$ cat src/rtl/ws2812_decoder.sv
// ws2812_decoder: recovers bits from WS2812-style high-pulse widths on a single
// wire, packs them MSB-first into bytes and writes each byte to frame memory.
//
// state        | meaning
// -------------+-----------------------------------------------------------
// S_WAIT_RESET | not armed; waiting for a full latch gap on the line
// S_IDLE       | armed; the next rising edge opens a frame
// S_HIGH       | line high; measuring the pulse width
// S_LOW        | line low between bits; watching for the latch gap
module ws2812_decoder #(
  parameter int INPUT_CLOCK_FREQ_MHZ = 50,
  parameter int MAX_LEDS             = 300,
  parameter int ADDRESS_WIDTH        = 12,
  parameter int BASE_ADDRESS         = 0
) (
  input  logic                     clk,
  input  logic                     resetn,
  input  logic                     din,
  output logic                     mem_we,
  output logic [7:0]               mem_wdata,
  output logic [ADDRESS_WIDTH-1:0] mem_waddr,
  output logic                     frame_done,
  output logic                     frame_error,
  output logic                     overflow,
  output logic [15:0]              byte_count
);

  localparam int T_GLITCH  = INPUT_CLOCK_FREQ_MHZ * 100 / 1000;
  localparam int T_SPLIT   = INPUT_CLOCK_FREQ_MHZ * 600 / 1000;
  localparam int T_MAXHIGH = INPUT_CLOCK_FREQ_MHZ * 2;
  localparam int T_RESET   = INPUT_CLOCK_FREQ_MHZ * 50;
  localparam int CAP       = MAX_LEDS * 3;
  localparam int HW        = $clog2(T_MAXHIGH + 1);
  localparam int LW        = $clog2(T_RESET + 1);
  localparam int BW        = $clog2(CAP + 1);

  localparam logic [HW-1:0]            C_GLITCH  = HW'(T_GLITCH);
  localparam logic [HW-1:0]            C_SPLIT   = HW'(T_SPLIT);
  localparam logic [HW-1:0]            C_MAXHIGH = HW'(T_MAXHIGH);
  localparam logic [LW-1:0]            C_RESET   = LW'(T_RESET);
  localparam logic [BW-1:0]            C_CAP     = BW'(CAP);
  localparam logic [ADDRESS_WIDTH-1:0] C_BASE    = ADDRESS_WIDTH'(BASE_ADDRESS);

  typedef enum logic [1:0] {
    S_WAIT_RESET,
    S_IDLE,
    S_HIGH,
    S_LOW
  } state_t;

  state_t          r_state, w_state_nxt;
  logic            r_sync1, r_sync2, r_prev;
  logic            w_rise, w_fall;
  logic [HW-1:0]   r_hcnt;
  logic [LW-1:0]   r_lcnt;
  logic [6:0]      r_shift;
  logic [2:0]      r_bitcnt;
  logic [BW-1:0]   r_byte_idx;
  logic            r_open;
  logic            w_start, w_bit_valid, w_bit, w_end_frame, w_stuck;

  assign w_rise = r_sync2 & ~r_prev;
  assign w_fall = ~r_sync2 & r_prev;

  // Two-stage synchronizer plus the registered copy used for edge detection
  always_ff @(posedge clk or negedge resetn) begin
    if (!resetn) begin
      r_sync1 <= 1'b0;
      r_sync2 <= 1'b0;
      r_prev  <= 1'b0;
    end else begin
      r_sync1 <= din;
      r_sync2 <= r_sync1;
      r_prev  <= r_sync2;
    end
  end

  // Saturating high/low run-length counters; each clears when the line flips
  always_ff @(posedge clk or negedge resetn) begin
    if (!resetn) begin
      r_hcnt <= '0;
      r_lcnt <= '0;
    end else begin
      if (!r_sync2)               r_hcnt <= '0;
      else if (r_hcnt != C_MAXHIGH) r_hcnt <= r_hcnt + 1'b1;
      if (r_sync2)                r_lcnt <= '0;
      else if (r_lcnt != C_RESET) r_lcnt <= r_lcnt + 1'b1;
    end
  end

  // State register
  always_ff @(posedge clk or negedge resetn) begin
    if (!resetn) r_state <= S_WAIT_RESET;
    else         r_state <= w_state_nxt;
  end

  // Next state and per-cycle decode events
  always_comb begin
    w_state_nxt = r_state;
    w_start     = 1'b0;
    w_bit_valid = 1'b0;
    w_end_frame = 1'b0;
    w_stuck     = 1'b0;
    w_bit       = (r_hcnt >= C_SPLIT);
    case (r_state)
      S_WAIT_RESET: begin
        if (r_lcnt == C_RESET) begin
          // a pulse landing exactly as the gap completes still opens a frame
          if (w_rise) begin
            w_start     = 1'b1;
            w_state_nxt = S_HIGH;
          end else begin
            w_state_nxt = S_IDLE;
          end
        end
      end
      S_IDLE: begin
        if (w_rise) begin
          w_start     = 1'b1;
          w_state_nxt = S_HIGH;
        end
      end
      S_HIGH: begin
        if (r_hcnt == C_MAXHIGH) begin
          w_stuck     = 1'b1;
          w_state_nxt = S_WAIT_RESET;
        end else if (w_fall) begin
          if (r_hcnt < C_GLITCH) begin
            w_state_nxt = r_open ? S_LOW : S_IDLE;
          end else begin
            w_bit_valid = 1'b1;
            w_state_nxt = S_LOW;
          end
        end
      end
      S_LOW: begin
        if (r_lcnt == C_RESET) begin
          w_end_frame = 1'b1;
          if (w_rise) begin
            w_start     = 1'b1;
            w_state_nxt = S_HIGH;
          end else begin
            w_state_nxt = S_IDLE;
          end
        end else if (w_rise) begin
          w_state_nxt = S_HIGH;
        end
      end
      default: w_state_nxt = S_WAIT_RESET;
    endcase
  end

  // Byte assembly, memory write port and frame status pulses
  always_ff @(posedge clk or negedge resetn) begin
    if (!resetn) begin
      mem_we      <= 1'b0;
      mem_wdata   <= '0;
      mem_waddr   <= C_BASE;
      frame_done  <= 1'b0;
      frame_error <= 1'b0;
      overflow    <= 1'b0;
      byte_count  <= '0;
      r_shift     <= '0;
      r_bitcnt    <= '0;
      r_byte_idx  <= '0;
      r_open      <= 1'b0;
    end else begin
      mem_we      <= 1'b0;
      frame_done  <= 1'b0;
      frame_error <= 1'b0;
      if (w_end_frame) begin
        if (r_byte_idx != '0) begin
          frame_done <= 1'b1;
          byte_count <= 16'(r_byte_idx);
        end
        if (r_bitcnt != '0) frame_error <= 1'b1;
      end
      if (w_stuck) frame_error <= 1'b1;
      // start is evaluated after end-of-frame so a back-to-back frame
      // reports the old count before the index clears
      if (w_start) begin
        r_shift    <= '0;
        r_bitcnt   <= '0;
        r_byte_idx <= '0;
        r_open     <= 1'b0;
        overflow   <= 1'b0;
      end else if (w_bit_valid) begin
        r_open   <= 1'b1;
        r_shift  <= {r_shift[5:0], w_bit};
        r_bitcnt <= r_bitcnt + 1'b1;
        if (r_bitcnt == 3'd7) begin
          if (r_byte_idx < C_CAP) begin
            mem_we     <= 1'b1;
            mem_wdata  <= {r_shift, w_bit};
            mem_waddr  <= C_BASE + ADDRESS_WIDTH'(r_byte_idx);
            r_byte_idx <= r_byte_idx + 1'b1;
          end else begin
            overflow <= 1'b1;
          end
        end
      end
    end
  end

endmodule

$ cat config.mk
export PLATFORM = sky130hd
export DESIGN_NAME = ws2812_decoder
export DESIGN_NICKNAME = d
export VERILOG_FILES = /design/src/rtl/ws2812_decoder.sv
export SDC_FILE = /design/constraint.sdc
export NUM_CORES = 1
export LEC_CHECK = 0
export ABC_AREA = 0
export CAP_MARGIN = 0
export CORE_UTILIZATION = 59
export CTS_BUF_LIST = sky130_fd_sc_hd__clkbuf_4
export DETAILED_ROUTE_END_ITERATION = 10
export PLACE_DENSITY = 0.91
export SYNTH_ARGS = -nofsm -noshare
export SYNTH_HDL_FRONTEND = slang
export SYNTH_SLANG_ARGS = --single-unit
$ cat constraint.sdc
create_clock -name clk -period 4.2 [get_ports clk]
set_input_delay 0.84 -clock clk [delete_from_list [all_inputs] [get_ports clk]]
set_output_delay 0.84 -clock clk [all_outputs]
set_load 0.05 [all_outputs]
==> metrics, run 1 <==
outcome=completed; Hold EP=r_sync2$_DFF_PN0_; R2R depth=7; Max FO, Critical Path=11; Seq. cell area=1930 µm²; Post-CTS Setup Bufs=0; Detailed Route WL=6810 µm; Period minus WS final=2.80 ns; Cells on Worst Hold Path=0; Placed Instances=430; first-pass GRT wire length=11600 µm; Area growth syn-to-layout=14.6%; drt first pass iters=5; CTS tree=done; clock slew at reported path FFs=0.11 ns; crit path launch type=flip-flop; R2R setup slack=1.40 ns; GRT overflow=0; DRC viols=0; slew margin rel.=25.0%; sequential fraction of the synthesis area=53.5%; Max-cap violations=0; RSZ-0062 raised after global routing=no; Post-Syn Area=3600 µm²; Synth Register Bits=77; Clock Sinks=77; highest clock rate=357 MHz; Layout Cells excl Fill=446; Async S/R FF share, synth=100%; CP required=4.50 ns; row count=28; CP Class=flip-flop to flip-flop; fin worst setup slack=1.40 ns; routability congestion estimate=0.972; Max VDD drop=0.277 mV; Setup crit end kind=flip-flop; # diodes=0; post-DR vias/cell=5.68; R2R Path Start=r_lcnt[0]$_DFFE_PN0P_; vias in the first global route=2518; worst min-delay path class=flip-flop to flip-flop; Multi-input gate area=1520 µm²; die area=6420 µm²; initial antenna violation count=0; Mapped Cells=330; Pleak=1.87 nW; Final Skew=0.0219 ns; Slew Viols, Final=0; Final TNS setup=0 ns; final setup violation count=0; synth unique cells=49; CTS root buf=clkbuf_4; Die Y=80.1 µm; DR vias=2535; Worst Hold Launch=r_sync1$_DFF_PN0_; Top FF cell, synth=dfrtp_1; # IOs=43; period utilization=66.6%; Num CTS Buffers=9; cell area after layout=4120 µm²; port buffer count=34; number of DRC markers in iteration 0=137; gr usage total=24.1%; WL/cell=15.3 µm; Post-DRT Antenna Nets=0; EDFF count, synth=0; Setup Slack @ Placement=1.44 ns; area of the core=5890 µm²; PD cells=317 nW/µm²; post-placement cell area=3970 µm²; post-cts repair resize count=0; Clock H-tree levels=3; Slew @ Worst Pin=1.11 ns; syn avg cell area=10.9 µm²; synth warn=0; Nets=384; initial core utilization=61.1%; DP HPWL=4620 µm; Worst Path Arrival=3.10 ns; RR Endpoint=byte_count[1]$_DFFE_PN0P_; Die Wd=80.1 µm; Fin. Hold Viols=0; fill count=413; largest net degree at the start of global routing=78; Longest Clk Path Bufs=2; clock latency at the later pin of the worst-skew pair=0.42 ns; Hold Buf Count CTS=0; fraction of layout cells with a size suffix above 1=12.1%
==> critical path, cell delays in order, from the launching register on <==
cell and delay [ns]:
dfrtp_1 0.42, inv_1 0.10, ha_1 0.15, nand4b_1 0.14, nor3_1 0.37, nand2_1 0.21, a41oi_1 0.88, mux2_2 0.43
==> synthesized netlist by cell type, types with 2 or more instances <==
cell	instances	share of area [%]
o31ai_1	5	1.0
a21oi_1	13	1.8
nand4_1	4	0.70
ha_1	15	5.2
o21a_1	2	0.42
or3_1	3	0.52
clkbuf_1	8	0.83
nand2b_1	2	0.35
buf_4	8	1.7
inv_1	18	1.9
dfrtp_1	77	54
xor2_1	4	0.97
a22o_1	4	0.97
mux2_2	23	7.2
o22ai_1	2	0.35
xnor2_1	11	2.7
nand2_1	31	3.2
nand3_1	13	1.8
and4_1	2	0.49
nor3_1	6	0.83
and2_1	7	1.2
o21ai_0	15	2.1
and3_1	2	0.35
or4_1	4	0.83
nor2_1	24	2.5
nor2b_1	2	0.35
a31oi_1	3	0.52
==> cell families (layout without fill, tap and decap cells) <==
group	Yosys count	in the layout	synth area share, %
AOI/OAI and AO/OA	55	55	10.2
DFF	77	77	53.5
buffers and inverters	36	70	4.83
and+or+nand+nor	107	107	15.0
other	1	8	0.104
muxes	24	24	7.48
xor gates and xnor gates	15	15	3.65
adders and majority gates	15	15	5.22
==> area by class of cell <==
cell class                      count  area share (%)
Clock inverter                      5            1.82
Inverter                           18            1.64
Tap cell                           75            2.28
Clock buffer                       11            2.00
Multi-Input combinational cell    224            37.0
Sequential cell                    77            46.7
Timing Repair Buffer               36            8.56
==> where the power goes <==
part	switching [mW]	internal [mW]
logic	0.0393	0.0101
clock network	0.248	0.252
registers	0.0102	0.747
==> state kept, by name (all words and copies together), names as in the netlist <==
| name | count |
|---|---|
| frame_error | 1 |
| r_hcnt | 7 |
| r_sync2 | 1 |
| byte_count | 10 |
| r_bitcnt | 3 |
| r_prev | 1 |
| overflow | 1 |
| mem_wdata | 8 |
| r_shift | 7 |
| r_lcnt | 12 |
| r_sync1 | 1 |
| mem_we | 1 |
| r_open | 1 |
| r_state | 2 |
| frame_done | 1 |
| mem_waddr | 10 |
| r_byte_idx | 10 |
==> per-layer routing <==
metal,routed length [µm],up-vias,GRT usage (%)
met1,3060,1257,30.1
li1,-,1206,-
met2,3420,64,40.8
met3,270,8,6.25
met5,0,-,0
met4,60,0,7.86
==> through the flow <==
step,power [mW],util (%),hold slack [ns]
floorplan,0.806,-,0.331
global placement,0.819,67.4,0.338
detailed placement,0.821,67.4,0.341
CTS,1.31,70.0,0.366
global route,1.36,70.0,0.383
finish,1.31,70.0,0.365
==> worst max-delay path by stage <==
stage                               from                        end  slack [ns]  depth (start not counted)
2_1_floorplan  r_byte_idx[5]$_DFFE_PN0P_  r_byte_idx[6]$_DFFE_PN0P_        2.09                          6
3_3_place_gp       r_lcnt[5]$_DFFE_PN0P_  byte_count[5]$_DFFE_PN0P_        1.55                          5
3_5_place_dp       r_lcnt[5]$_DFFE_PN0P_  byte_count[0]$_DFFE_PN0P_        1.44                          5
4_1_cts            r_lcnt[0]$_DFFE_PN0P_  byte_count[9]$_DFFE_PN0P_        1.42                          7
5_1_grt            r_lcnt[0]$_DFFE_PN0P_  byte_count[1]$_DFFE_PN0P_        1.19                          7
6_report           r_lcnt[0]$_DFFE_PN0P_  byte_count[1]$_DFFE_PN0P_        1.40                          7
==> cell usage in the layout, fill, tap and decap left out, types with 5 or more instances in the layout <==
| cell | n |
|---|---|
| dfrtp_1 | 77 |
| clkdlybuf4s50_1 | 33 |
| nand2_1 | 31 |
| nor2_1 | 24 |
| mux2_2 | 23 |
| inv_1 | 18 |
| o21ai_0 | 15 |
| ha_1 | 15 |
| nand3_1 | 13 |
| a21oi_1 | 13 |
| xnor2_1 | 11 |
| clkbuf_4 | 11 |
| conb_1 | 8 |
| and2_1 | 7 |
| nor3_1 | 6 |
| o31ai_1 | 5 |
(Power assumes the default switching activity.)
==> run 2, diff against run 1 <==
CORE_UTILIZATION = 58   (was 59)
PLACE_DENSITY = 0.89   (was 0.91)
clock period = 2.8 ns   (was 4.2 ns; I/O delays follow)
==> run 2 against run 1 <==
Clock power increased by 33%. Wire length about the same. Die area rose by 1.7%. Maximum frequency grew 8.9%. Global-route usage shrank 1.2 points. Sequential power grew 49%. Hold slack got worse by 0.12 ns. Via count is 1.9% higher. Final area is 0.33% higher. Total power rose by 44%. Critical endpoint is now r_byte_idx[5]$_DFFE_PN0P_. Combinational power is 58% higher. Critical path type unchanged. Cell count rose by 0.90%.
==> metrics, run 2 (synthesis results as in run 1) <==
outcome=completed; most common cell after layout, fill and taps aside=dfrtp_1; largest net degree at the start of global routing=78; vias in the first global route=2445; PD cells=453 nW/µm²; fraction of layout cells with a size suffix above 1=13.6%; RSZ-0062 raised after global routing=no; CP Class=flip-flop to flip-flop; Clock H-tree levels=3; WP buf/inv=0; Top Layer Used=met4; Max VDD drop=0.374 mV; Hold Buf Count CTS=0; combinational share of power=4.2%; number of DRC markers in iteration 0=131; area of the core=5960 µm²; GRT overflow=0; Die Y=80.8 µm; worst min-delay path class=input pin to asynchronous set/reset pin; DRC viols=0; row count=28; Area growth syn-to-layout=15.0%; post-DR vias/cell=5.74; CTS root buf=clkbuf_4; Clock Sinks=77; Final TNS setup=0 ns; clock slew at reported path FFs=0.13 ns; most flop-heavy register=r_lcnt; Fin. Hold Viols=0; Detailed Route WL=6810 µm; Worst Path Arrival=2.92 ns; CP max stage delay=0.62 ns; drt first pass iters=4; period utilization=91.8%; final setup violation count=0; # diodes=0; first-pass GRT wire length=11000 µm; DR vias=2584; DP HPWL=4730 µm; CTS tree=done; Reg power frac=60.3%; gr usage total=22.9%; commonest non-fill, non-tap cells in the layout=77 x dfrtp_1, 33 x clkdlybuf4s50_1, 31 x nand2_1, 24 x nor2_1, 23 x mux2_2; Num CTS Buffers=9; Post-CTS Setup Bufs=0; Seq. cell area=1930 µm²; Design Power=1.88 mW; crit path launch type=flip-flop; Crit path max-delay family=simple AND/OR/NAND/NOR gates; slew margin rel.=37.9%; Longest Clk Path Bufs=2; met3 WL=322 µm; CP required=3.15 ns; routed metal-1 wirelength=2860 µm; Slew Viols, Final=0; Die Wd=80.8 µm; initial core utilization=60.4%; highest clock rate=389 MHz; initial antenna violation count=0; Internal Power=1.41 mW; Layout Cells excl Fill=450; Slew @ Worst Pin=0.931 ns; Multi-input gate area=1520 µm²; clock power share=35.5%; die area=6520 µm²; post-layout util=69.5%; Pleak=1.87 nW; Post-DRT Antenna Nets=0; WL/cell=15.1 µm; Worst path slowest cell=or4_1; Sw Pwr=0.467 mW; max reg flops=12; clock latency at the later pin of the worst-skew pair=0.43 ns; # IOs=43; fill count=440; Nets=388; port buffer count=34; Placed Instances=434; Max-cap violations=0; Final Skew=0.0157 ns; Period minus WS final=2.57 ns; Cell Chain, Critical Path=or4_4 > o2111ai_2 > nand4_2 > or4_1 > a21oi_1; routability congestion estimate=0.886; Sw Share=24.9%; routed length on met2=3530 µm; Max FO, Critical Path=17; post-cts repair resize count=0; Setup crit end kind=flip-flop
## run 2: cell count changes in the layout (fill, tap and decap cells not counted), sizes merged
| cell | previous run | this run |
|---|---|---|
| buf | 3 | 7 |
| clkinvlp | 1 | 4 |
| clkbuf | 11 | 9 |
| bufinv | 2 | 1 |
| clkinv | 2 | 1 |
| inv | 18 | 19 |
## run 2: layout make-up
cell class                 instances  area share, %
sequential                        77           46.6
multi-input combinational        224           36.8
timing repair buffer              40           9.26
tap                               75           2.27
clock inverter                     7           1.78
clock buffer                       9           1.63
inverter                          18           1.63
## run 2: power groups by stage
stage / Sequential [mW] / Clock [mW] / Combinational, mW
finish: 1.13 / 0.666 / 0.0783
global placement: 1.15 / 0 / 0.0776
global route: 1.13 / 0.727 / 0.0887
floorplan: 1.15 / 0 / 0.0578
detailed placement: 1.15 / 0 / 0.0795
CTS: 1.13 / 0.687 / 0.0798
## run 2: stage by stage
step                      hold WS, ns  area [µm²]  setup slack [ns]
final                           0.245        4140             0.231
after global routing            0.312        4140             0.104
after CTS                       0.277        4140             0.276
after detailed placement        0.342        4000             0.304
after global placement          0.331        4000             0.424
after floorplan                 0.264        3620             0.688
## run 2: final timing paths
check	depth (start not counted)	endpoint	slack [ns]	start
worst max register to register	5	r_byte_idx[5]$_DFFE_PN0P_	0.23	r_byte_idx[3]$_DFFE_PN0P_
max in group asynchronous	1	frame_error$_DFF_PN0_	1.93	resetn
worst min-delay path	1	frame_done$_DFF_PN0_	0.25	resetn
worst min register to register	0	r_sync2$_DFF_PN0_	0.36	r_sync1$_DFF_PN0_
worst max-delay path	5	r_byte_idx[5]$_DFFE_PN0P_	0.23	r_byte_idx[3]$_DFFE_PN0P_
min in group clk	0	r_sync2$_DFF_PN0_	0.36	r_sync1$_DFF_PN0_
## run 2: per-layer routing
metal,global-route usage (%),vias to the layer above
met5,0,-
met4,7.14,0
met3,6.40,10
met2,40.0,83
met1,27.4,1274
li1,-,1217
==> run 3, diff against run 2 <==
SKIP_LAST_GASP = 1   (was unset)
==> results of run 3 <==
Final layout, timing and power as in run 2 (identical DEF).
